`src/rtl/adc_pack_pkg.sv`:
```
`default_nettype none
// ============================================================================
// Package : adc_pack_pkg
// Brief   : Shared constants and types for the ADC frame packer.
//           ADC_FRAME_HEADER_EN selects the 9-word (header + 8 channel) frame.
// Rev     : 1.0  initial release
// ============================================================================
package adc_pack_pkg;

    localparam int NUM_CH = 8;
    localparam logic [7:0] HDR_MAGIC = 8'hA5;

`ifdef ADC_FRAME_HEADER_EN
    localparam int WORDS_PER_FRAME = NUM_CH + 1;
`else
    localparam int WORDS_PER_FRAME = NUM_CH;
`endif
    localparam int LAST_IDX = WORDS_PER_FRAME - 1;

    typedef enum logic [0:0] {
        ST_IDLE = 1'b0,
        ST_SEND = 1'b1
    } state_t;

    // Four bits cover the nine-word header build as well as the plain one.
    typedef logic [3:0] word_idx_t;

    // Element 0 holds channel 1.
    typedef logic [NUM_CH-1:0][15:0] frame_t;

endpackage
`default_nettype wire

```
`src/rtl/adc_frame_mux.sv`:
```
`default_nettype none
// ============================================================================
// Module : adc_frame_mux
// Brief  : Combinational word selector for the active frame slot.
//          ADC_FRAME_HEADER_EN places a {HDR_MAGIC, seq} word at index 0.
// Rev    : 1.0  initial release
// ============================================================================
module adc_frame_mux
    import adc_pack_pkg::*;
(
    input  logic [NUM_CH*16-1:0] i_active,
    input  logic [3:0]           i_idx,
`ifdef ADC_FRAME_HEADER_EN
    input  logic [7:0]           i_seq,
`endif
    output logic [15:0]          o_word,
    output logic                 o_last
);

    always_comb begin
        o_word = '0;
`ifdef ADC_FRAME_HEADER_EN
        if (i_idx == 4'd0) begin
            o_word = {HDR_MAGIC, i_seq};
        end
        for (int i = 0; i < NUM_CH; i++) begin
            if (i_idx == 4'(i + 1)) begin
                o_word = i_active[i*16 +: 16];
            end
        end
`else
        for (int i = 0; i < NUM_CH; i++) begin
            if (i_idx == 4'(i)) begin
                o_word = i_active[i*16 +: 16];
            end
        end
`endif
    end

    assign o_last = (i_idx == 4'(LAST_IDX));

endmodule
`default_nettype wire

```
`src/rtl/adc_frame_packer.sv`:
```
`default_nettype none
// ============================================================================
// Module : adc_frame_packer
// Brief  : Snapshots eight ADC channels per conversion and streams them as a
//          framed valid/ready burst through a two-slot buffer, counting drops.
//          ADC_FRAME_HEADER_EN prefixes each frame with a sequence header.
// Rev    : 1.0  initial release
// ============================================================================
module adc_frame_packer
    import adc_pack_pkg::*;
#(
    parameter int OVR_CNT_W = 8
)
(
    input  logic                 sys_clk,
    input  logic                 rst_n,
    input  logic [15:0]          adc_ch1_data_in,
    input  logic [15:0]          adc_ch2_data_in,
    input  logic [15:0]          adc_ch3_data_in,
    input  logic [15:0]          adc_ch4_data_in,
    input  logic [15:0]          adc_ch5_data_in,
    input  logic [15:0]          adc_ch6_data_in,
    input  logic [15:0]          adc_ch7_data_in,
    input  logic [15:0]          adc_ch8_data_in,
    input  logic                 adc_read_done,
    output logic [15:0]          m_data,
    output logic                 m_valid,
    input  logic                 m_ready,
    output logic                 m_last,
    output logic                 busy,
    output logic [OVR_CNT_W-1:0] overrun_cnt
);

    frame_t               r_pend;
    frame_t               r_active;
    logic                 r_pend_v;
    logic                 r_done_q;
    state_t               r_state;
    word_idx_t            r_idx;
    logic [OVR_CNT_W-1:0] r_ovr;
`ifdef ADC_FRAME_HEADER_EN
    logic [7:0]           r_seq;
`endif

    frame_t               w_in;
    logic                 w_cap;
    logic                 w_xfer;
    logic [15:0]          w_word;
    logic                 w_last;

    assign w_in   = {adc_ch8_data_in, adc_ch7_data_in, adc_ch6_data_in, adc_ch5_data_in,
                     adc_ch4_data_in, adc_ch3_data_in, adc_ch2_data_in, adc_ch1_data_in};
    assign w_cap  = adc_read_done & ~r_done_q;
    assign w_xfer = (r_state == ST_IDLE) & r_pend_v;

    always_ff @(posedge sys_clk or negedge rst_n) begin
        if (!rst_n) begin
            r_done_q <= 1'b0;
            r_pend   <= '0;
            r_pend_v <= 1'b0;
            r_active <= '0;
            r_state  <= ST_IDLE;
            r_idx    <= '0;
            r_ovr    <= '0;
`ifdef ADC_FRAME_HEADER_EN
            r_seq    <= '0;
`endif
        end else begin
            r_done_q <= adc_read_done;

            // The pending slot may be refilled in the same cycle it drains.
            if (w_cap && (!r_pend_v || w_xfer)) begin
                r_pend   <= w_in;
                r_pend_v <= 1'b1;
            end else begin
                if (w_cap && (r_ovr != '1)) begin
                    r_ovr <= r_ovr + 1'b1;
                end
                if (w_xfer) begin
                    r_pend_v <= 1'b0;
                end
            end

            case (r_state)
                ST_IDLE: begin
                    if (r_pend_v) begin
                        r_active <= r_pend;
                        r_idx    <= '0;
                        r_state  <= ST_SEND;
                    end
                end
                ST_SEND: begin
                    if (m_ready) begin
                        if (r_idx == 4'(LAST_IDX)) begin
                            r_state <= ST_IDLE;
                        end else begin
                            r_idx <= r_idx + 4'd1;
                        end
`ifdef ADC_FRAME_HEADER_EN
                        if (r_idx == 4'd0) begin
                            r_seq <= r_seq + 8'd1;
                        end
`endif
                    end
                end
                default: r_state <= ST_IDLE;
            endcase
        end
    end

    adc_frame_mux u_mux (
        .i_active (r_active),
        .i_idx    (r_idx),
`ifdef ADC_FRAME_HEADER_EN
        .i_seq    (r_seq),
`endif
        .o_word   (w_word),
        .o_last   (w_last)
    );

    assign m_valid     = (r_state == ST_SEND);
    assign m_data      = m_valid ? w_word : 16'd0;
    assign m_last      = m_valid & w_last;
    assign busy        = m_valid | r_pend_v;
    assign overrun_cnt = r_ovr;

endmodule
`default_nettype wire

```
`config.mk`:
```
export PLATFORM = sky130hd
export DESIGN_NAME = adc_frame_packer
export DESIGN_NICKNAME = d
export VERILOG_FILES = /design/src/rtl/adc_pack_pkg.sv /design/src/rtl/adc_frame_mux.sv /design/src/rtl/adc_frame_packer.sv
export SDC_FILE = /design/constraint.sdc
export NUM_CORES = 1
export LEC_CHECK = 0
export CORE_ASPECT_RATIO = 1.1
export CORE_MARGIN = 1
export CORE_UTILIZATION = 50
export CTS_CLUSTER_SIZE = 30
export DETAILED_ROUTE_END_ITERATION = 10
export DONT_BUFFER_PORTS = 1
export RECOVER_POWER = 25
export SETUP_SLACK_MARGIN = 0.1
export SLEW_MARGIN = 20
export SYNTH_ARGS = -nofsm -noshare
export SYNTH_HDL_FRONTEND = slang
export SYNTH_SLANG_ARGS = --single-unit
```
`constraint.sdc`:
```
create_clock -name sys_clk -period 3.2 [get_ports sys_clk]
set_clock_uncertainty 0.15 [all_clocks]
set_input_delay 0.48 -clock sys_clk [delete_from_list [all_inputs] [get_ports sys_clk]]
set_output_delay 0.48 -clock sys_clk [all_outputs]
set_load 0.01 [all_outputs]
```
==> run summary <==
Mapped Nets - 1,216
slew margin rel. - 0.5858
Final ANT Viol Nets - 0
synth top area cells - dfrtp_1 58%, nand2_1 12%, mux2_1 9.7%
clock buffer depth - 3
share of cells above drive strength 1 - 0.1017
min Tclk post-route - 3.004 ns
worst path cell trace - inv_1, ha_1, nor2b_2, buf_4, a22oi_1, o22a_1, o22ai_1, buf_4
EDFF count, synth - 0
Initial DRC Count - 485
Highest Clock Rate - 0.3328 GHz
# nets final - 1,337
Worst Path Required - 2.57 ns
cts bufs inserted - 29
Die Width - 147.5 um
max incr delay on CP - 0.43 ns
peak supply drop - 672.7 uV
CTS tree - yes
Syn. warnings - 0
# H-tree levels - 1
Mapped Avg Cell Area - 10.79 um2
HP Class - in -> async
Final WS setup - 0.1955 ns
pin count of the biggest net entering global routing - 272
worst-path fanout max - 7
synthesized cell area - 11,640 um2
drc violations - 0
die footprint - 23,890 um2
IO buf count - 0
pre-CTS setup slack - 0.5497 ns
sequential fraction of the synthesis area - 0.5827
Total Neg Setup Slack - 0 ns
worst slew pin tran - 0.6206 ns
FF+latch count, synth - 271
post-synthesis to final-layout area growth - 22.43%
Total GRT Usage - 0.2529
Crit-path slowest cell - dfrtp_1
grt peak-use layer - met2
dpl hpwl - 18.40 mm
outcome - complete, but fails checks
Die Ht - 162.0 um
Clk Latency, worst-skew pair - 0.54 ns
Most used DFF post-synth - dfrtp_1
final period utilization - 0.9389
clock slew at reported path FFs - 0.06 ns
first-pass GRT wire length - 47.06 mm
Ports - 159
R2R Path End - r_idx[0]$_DFFE_PN0P_
drt first pass iters - 5
reg2reg start - m_valid$_DFF_PN0_
# hold bufs at CTS - 130
Crit path top cell by count - buf_4
number of global-route vias before repair - 8,478
max cap viols - 0
initial antenna violation count - 1
PD cells - 951.6 nW/um2
routing usage on met1 - 0.3485
Yosys top cell area share - 0.5827
reg2reg setup slack - 1.05 ns
Vias - 8,185
CP Class - reg -> out
Rows - 58
vias per inst - 5.385
Core Box Area - 22,860 um2
met3 Use GR - 0.03652
GPL Wtd Cong - 0.8023
Distinct cells, synth - 38
Leak - 0.006770 uW
fin. max-slew vios - 0
Critical Path End Type - output pin
Initial Util - 0.5091
Worst EP arrival - 2.37 ns
grt met2 use - 0.4121
FF-to-FF path depth - 5
clk sinks - 271
Final Hold Fails - 271
Setup Viol. Count Final - 0
setup repair after global routing missed its margin - no
Async SR Flop Fraction - 1.000
dominant cell type by area after synthesis - dfrtp_1
failing checks - hold timing
crit start category - flop
total gr overflow - 0
CTS root buffer - clkbuf_16
hold_ws - -0.5107 ns
final WL - 29.21 mm
DR WL/cell - 19.21 um
Synth Instances - 1,079
## flip-flops by register name (all words and copies together) (netlist names)
signal	count
r_pend_v	1
r_active	128
r_done_q	1
r_idx	4
overrun_cnt	8
r_pend	128
m_valid	1
## cells in the final DEF (no fill, tap or decap), drive strengths merged, types with 5 or more instances in the layout
master	n
a21oi	49
a22o	16
a22oi	16
buf	34
clkbuf	41
clkinv	6
dfrtp	271
dlygate4sd3	130
ha	5
inv	23
mux2	129
nand2	359
nand3	8
nor2	7
o211ai	16
o21a	17
o21ai	19
o221ai	16
o22a	16
o22ai	16
xor2	7
## kinds of logic (layout without fill, tap and decap cells)
group                      Yosys count  after routing  share of synthesized area
other                                0              1                          0
xor gates and xnor gates             8              8                   0.006020
buffers and inverters               97            236                    0.04117
AOI/OAI and AO/OA                  183            183                     0.1085
DFF                                271            271                     0.5827
muxes                              129            129                     0.1248
and+or+nand+nor                    386            387                     0.1315
adders and majority gates            5              5                   0.005375
## synthesized netlist by cell type (3+ instances only)
cell,instances
o221ai_1,16
o21ai_0,13
ha_1,5
inv_1,22
nor3_1,3
a22oi_1,16
a22o_1,16
o22a_1,16
xor2_1,7
mux2_2,29
nand2_1,358
o22ai_1,16
mux2_1,100
buf_2,35
nand3_1,7
o211ai_1,16
buf_4,17
a21oi_1,49
nor2_1,6
o21ai_1,6
clkbuf_1,21
dfrtp_1,271
o21a_1,17
## worst max path at each step
stage	from	to	slack (ns)	depth (start not counted)
after global placement	r_idx[0]$_DFFE_PN0P_	m_data[9]	0.57	6
after global routing	r_idx[0]$_DFFE_PN0P_	m_data[10]	0.10	7
after CTS	r_idx[0]$_DFFE_PN0P_	m_data[9]	0.10	6
after detailed placement	r_idx[0]$_DFFE_PN0P_	m_data[9]	0.55	6
final	r_idx[0]$_DFFE_PN0P_	m_data[1]	0.20	8
after floorplan	r_idx[0]$_DFFE_PN0P_	m_data[10]	0.97	9
## layer usage
metal / up-vias / part of all wire
met5: - / 0
met4: 0 / 0.032
met3: 52 / 0.046
met2: 195 / 0.48
met1: 4040 / 0.45
li1: 3898 / -
## report_power, final
group	switching, uW	internal (uW)
clock	1330	1980
sequential	1050	5010
combinational	2240	1960
## critical path, delay by kind of cell, from the launching register on
kind | cells | cell delay [ns]
compound gates | 3 | 0.57
buf+inv | 3 | 0.47
flops | 1 | 0.43
simple gates | 1 | 0.19
fa+ha+maj | 1 | 0.16
## through the flow
stage / instances / utilization / hold WS [ns] / cell area (um2) / power, uW
finish: 1520 / 0.6233 / -0.5107 / 14250 / 13560
global route: 1520 / 0.6233 / -0.5308 / 14250 / 14420
CTS: 1517 / 0.6213 / -0.5277 / 14200 / 13560
detailed placement: 1336 / 0.5219 / 0.04279 / 11930 / 10040
global placement: 1336 / 0.5219 / 0.04225 / 11930 / 9918
floorplan: 1079 / - / 0.03441 / 11640 / 8644
## cell type report
class,instances,area [um2]
Clock inverter,9,101.3
Antenna cell,1,2.502
Tap cell,300,375.4
Sequential cell,271,6783
Fill cell,1884,8611
Clock buffer,41,840.8
Timing Repair Buffer,164,1623
Multi-Input combinational cell,712,4441
Inverter,22,82.58
## timing repair
action,CTS,global route
pin swaps,1,1
cloned,1,0
resized for setup,3,5
buffers inserted,0,2
endpoints found under the setup margin,16,16
endpoints found under the hold margin,401,271
Note: power is estimated with default switching activity, not from simulation.
==> RTL change 1: new RTL, same settings <==
Build with the macro `ADC_FRAME_HEADER_EN` defined.
--- a/src/rtl/adc_pack_pkg.sv
+++ b/src/rtl/adc_pack_pkg.sv
@@ -5,6 +5,8 @@
 //           ADC_FRAME_HEADER_EN selects the 9-word (header + 8 channel) frame.
 // Rev     : 1.0  initial release
 // ============================================================================
+`define ADC_FRAME_HEADER_EN
+
 package adc_pack_pkg;
 
     localparam int NUM_CH = 8;
Formal check against the unedited RTL: not equivalent (Yosys sat finds a counterexample within 4 cycles, from zero or initial values and one cycle with rst_n low).
==> RTL change 1 against the unedited design <==
- the run still ends with hold timing left
- routed wire length grew 9.3%
- critical path depth shrank 2
- setup slack lost 140 ps
- register-to-register slack lost 170 ps
- global-route usage grew 1.0 points
- non-clock buffer count grew 23
- first-iteration DRC count grew 7.0%
- sequential cell count grew 8
- largest cell class unchanged
- power grew 13%
- final area grew 6.4%
- area after synthesis grew 2.9%
- critical path type unchanged
==> RTL change 1: results <==
group,metric,value,unit
global_route,grt_pass1_vias,8656,
clocking,cts-htree-levels,1,
sta,slew_headroom,53.2,%
drt,viasPerCell,5.41,
synth,synth_fp_nets,1277,
clocking,cts_buffers,29,
run_status,failed_checks,"hold timing",
global_route,grt_pass1_wl,48800,um
critical_path,critPathArrivalTime,2510,ps
place,dp_cells,1403,
layout,fillers,1948,
sta,hold_violations,279,
synth,yosys-top-cells-count,"nand2_1 (383), dfrtp_1 (279), mux2_2 (130), a21oi_1 (59), o21ai_0 (41)",
pwr,max-vdd-ir-drop,0.695,mV
drt,wl,31900,um
layout,layout-drive-gt1-share,23.9,%
global_route,grt_usage,26.3,%
synth,yosysUniqueCellTypes,47,
critical_path,max_stage_delay,500,ps
synth,synth.area.top_cells,"dfrtp_1 (58%), mux2_2 (12%), nand2_1 (12%), a21oi_1 (2.5%), o21ai_0 (1.7%)",
pwr,leakage,7.08,nW
run_status,status,"finished with violations",
sta,fin_hold_ws,-513,ps
drt,drt_iter0_markers,519,
global_route,grt_max_degree,280,
place,gp_congestion,0.917,
critical_path,cp_top_family,"simple AND/OR/NAND/NOR gates",
hold_path,hp-class,"in -> async",
synth,postSynthCellCount,1139,
layout,insertedDiodeCount,0,
layout,fin_cells,1608,
place,hpwl,21100,um
critical_path,path_max_fanout,14,
drt,drt-pass1-iter-count,4,
synth,ys_seq_area_share,58.3,%
RTL change 1: cell types whose count changed after synthesis, sizes merged, moves of 13 or more:
cell	before	now
a22o	16	1
buf	54	41
clkbuf	21	34
nand2	359	383
nor2	7	20
o211ai	16	0
o21a	17	1
o21ai	19	41
o221ai	16	1
o22a	16	0
RTL change 1: logic make-up (layout without fill, tap and decap cells):
group | after synthesis | after routing | share of synthesized area, %
compound gates | 174 | 174 | 9.29
xor+xnor | 16 | 16 | 1.17
fa+ha+maj | 6 | 6 | 0.627
buf+inv | 89 | 253 | 3.31
flops | 279 | 279 | 58.3
mux | 130 | 130 | 12.2
simple gates | 445 | 445 | 15.1
RTL change 1: where the power goes:
group          internal [W]  switching [W]
clock               0.00185        0.00136
sequential          0.00518        0.00128
combinational       0.00276        0.00288
total               0.00979        0.00552
RTL change 1: area by class of cell:
class,instances,area (sq um),area share (%)
Multi-Input combinational cell,771,4950,32.7
Inverter,14,58.8,0.388
Sequential cell,279,6980,46.0
Timing Repair Buffer,187,1880,12.4
Clock buffer,46,870,5.73
Clock inverter,6,40.0,0.264
Tap cell,305,382,2.52
RTL change 1: worst paths after layout:
kind / start / to / slack, ps / depth (start not counted)
max in group asynchronous: rst_n / r_done_q$_DFF_PN0_ / 3010 / 0
min reg2reg: r_pend[109]$_DFFE_PN0P_ / r_active[109]$_DFFE_PN0P_ / 310 / 2
max: r_idx[3]$_DFFE_PN0P_ / m_data[1] / 60 / 6
max reg2reg: m_valid$_DFF_PN0_ / r_seq[6]$_DFFE_PN0P_ / 880 / 6
min in group sys_clk: adc_read_done / r_pend_v$_DFFE_PN0P_ / 140 / 2
min: rst_n / r_pend[19]$_DFFE_PN0P_ / -510 / 0
RTL change 1: through the flow:
step | instance area [sq um] | setup TNS, ps | setup WS (ps) | total power (W)
2_1_floorplan | 12000 | 0 | 781 | 0.00934
3_3_place_gp | 12300 | 0 | 258 | 0.0109
3_5_place_dp | 12300 | 0 | 253 | 0.0110
4_1_cts | 14900 | 0 | 77.8 | 0.0149
5_1_grt | 15200 | -106 | -37.2 | 0.0162
6_report | 15200 | 0 | 57.8 | 0.0153
RTL change 1: timing repair:
item | in CTS | in global routing
buffers inserted | 10 | 12
resized for setup | 57 | 51
pin swaps | 15 | 28
hold endpoints to repair | 409 | 279
cloned | 1 | 0
endpoints found under the setup margin | 16 | 16
RTL change 1: per-layer routing:
| metal | global-route usage, % | up-vias | part of all wire [%] |
|---|---|---|---|
| met5 | 0 | - | 0.097 |
| met4 | 6.35 | 4 | 1.9 |
| met3 | 4.86 | 47 | 6.6 |
| met2 | 43.4 | 231 | 48 |
| met1 | 35.9 | 4326 | 43 |
| li1 | - | 4099 | - |
==> RTL change 2: new RTL, same settings <==
Made on the original files. Reset style: synchronous (`rst_n`), changed in one clocked block.
--- a/src/rtl/adc_frame_packer.sv
+++ b/src/rtl/adc_frame_packer.sv
@@ -53,7 +53,7 @@
     assign w_cap  = adc_read_done & ~r_done_q;
     assign w_xfer = (r_state == ST_IDLE) & r_pend_v;
 
-    always_ff @(posedge sys_clk or negedge rst_n) begin
+    always_ff @(posedge sys_clk) begin
         if (!rst_n) begin
             r_done_q <= 1'b0;
             r_pend   <= '0;
Function: differs if rst_n is asserted again (counterexample within 4 cycles, from zero or initial values and one cycle with rst_n low); with rst_n held inactive, the same outputs for 10 cycles.
==> RTL change 2 against the unedited design <==
- the run ends with capacitance limit, slew limit left
- area after synthesis down 1.3%
- setup slack got worse by 62 ps
- sequential cell count did not move
- final area rose by 4.9%
- routed wire length rose by 14%
- via count rose by 25%
Power is not compared: it rests on default switching activity, and its combinational part moved more than twofold at a synthesized area within 25%.
==> RTL change 2: results <==
group,metric,value,unit
run_status,status,"finished with violations",
run_status,failed_checks,"capacitance limit, slew limit",
layout,nMultiInputCombCells,1023,
sta,period_needed,3070,ps
synth,synthAdderAreaFrac,0.544,%
synth,yosysUniqueCellTypes,46,
pwr,power.total,0.00766,W
critical_path,path_max_fanout,36,
place,dp_cells,1658,
critical_path,rr_startpoint,"m_valid$_SDFF_PN0_",
global_route,antenna_found_initial,0,
drt,drt-pass1-iter-count,5,
critical_path,cp-startpoint,"r_idx[1]$_SDFFE_PN0P_",
clocking,post_cts_buffers,1,
synth,postSynthCellCount,1445,
global_route,grt_pass1_wl,52600,um
sta,drv_slew,39,
hold_path,hold_path_end,"r_pend[36]$_SDFFE_PN0P_",
drt,wl_per_cell,17.3,um
synth,yosys-top-cells-count,"nand2_1 (556), dfxtp_1 (271), a21boi_0 (253), clkbuf_1 (60), a21oi_1 (48)",
place,placed_area,11700,sq um
drt,m1WireLength,14600,um
place,hpwl,20300,um
place,preCtsSetupSlack,288,ps
synth,yosys-mux-area-fraction,0.359,%
synth,postSynth.asyncResetShare,0,%
synth,synth.area.top_cells,"dfxtp_1 (47%), nand2_1 (18%), a21boi_0 (17%), a221oi_1 (2.3%), a21oi_1 (2.1%)",
global_route,use_met2,48.8,%
synth,synth_fp_nets,1582,
layout,fin_area,15000,sq um
hold_path,hp-class,"in -> reg",
global_route,grt_usage,28.1,%
layout,nClkBuffers,39,
layout,inverters_excl_clock,35,
layout,clkCellAreaFrac,6.49,%
critical_path,ff2ff_path_depth,4,
sta,tightest_slew,1790,ps
critical_path,rr_endpoint,"r_active[34]$_SDFFE_PN0P_",
global_route,grt_pass1_vias,9947,
sta,fin_hold_ws,0.380,ps
critical_path,critPathArrivalTime,2440,ps
layout,final_util,67.0,%
layout,fillers,1946,
global_route,met3_usage,3.33,%
global_route,grt_use_met1,35.5,%
clocking,holdBufCountCts,210,
drt,wl_met2,16000,um
clocking,cts_resized,16,
drt,drt_iter0_markers,722,
synth,synth_compound_area_share,24.9,%
layout,seqCellArea,5430,sq um
layout,buffer_area_share,16.8,%
drt,route.met3.wl,1360,um
synth,synth_xor_area_share,0.457,%
layout,fin_cells,1924,
layout,multi_input_area_share,37.1,%
critical_path,worst-r2r-setup-slack,270,ps
job,cap_violations,1,
synth,ys_seq_area_share,47.2,%
place,gp_congestion,0.893,
==> RTL change 2: changes by cell type after synthesis, moves of 28 or more <==
| cell | change |
|---|---|
| clkbuf_1 | +39 |
| mux2_2 | -28 |
| a221oi_1 | +30 |
| dfrtp_1 | -271 |
| nand2_1 | +198 |
| mux2_1 | -100 |
| a21boi_0 | +253 |
| dfxtp_1 | +271 |
==> RTL change 2: worst max-delay path: stages (launching register included) <==
cell and delay, ps:
dfxtp_2 350, inv_1 100, ha_2 230, buf_12 230, nor3b_1 90, a2111oi_1 380, o21ai_1 130, a21oi_2 220
buf_4 160
==> RTL change 2: logic make-up (layout without fill, tap and decap cells) <==
logic type,Yosys count,in the layout
XOR/XNOR,6,6
multiplexers,4,4
AND/OR/NAND/NOR,612,613
flip-flops,271,271
AO/OA/AOI/OAI,395,395
adder cells (fa/ha/maj),5,5
buffers and inverters,152,335
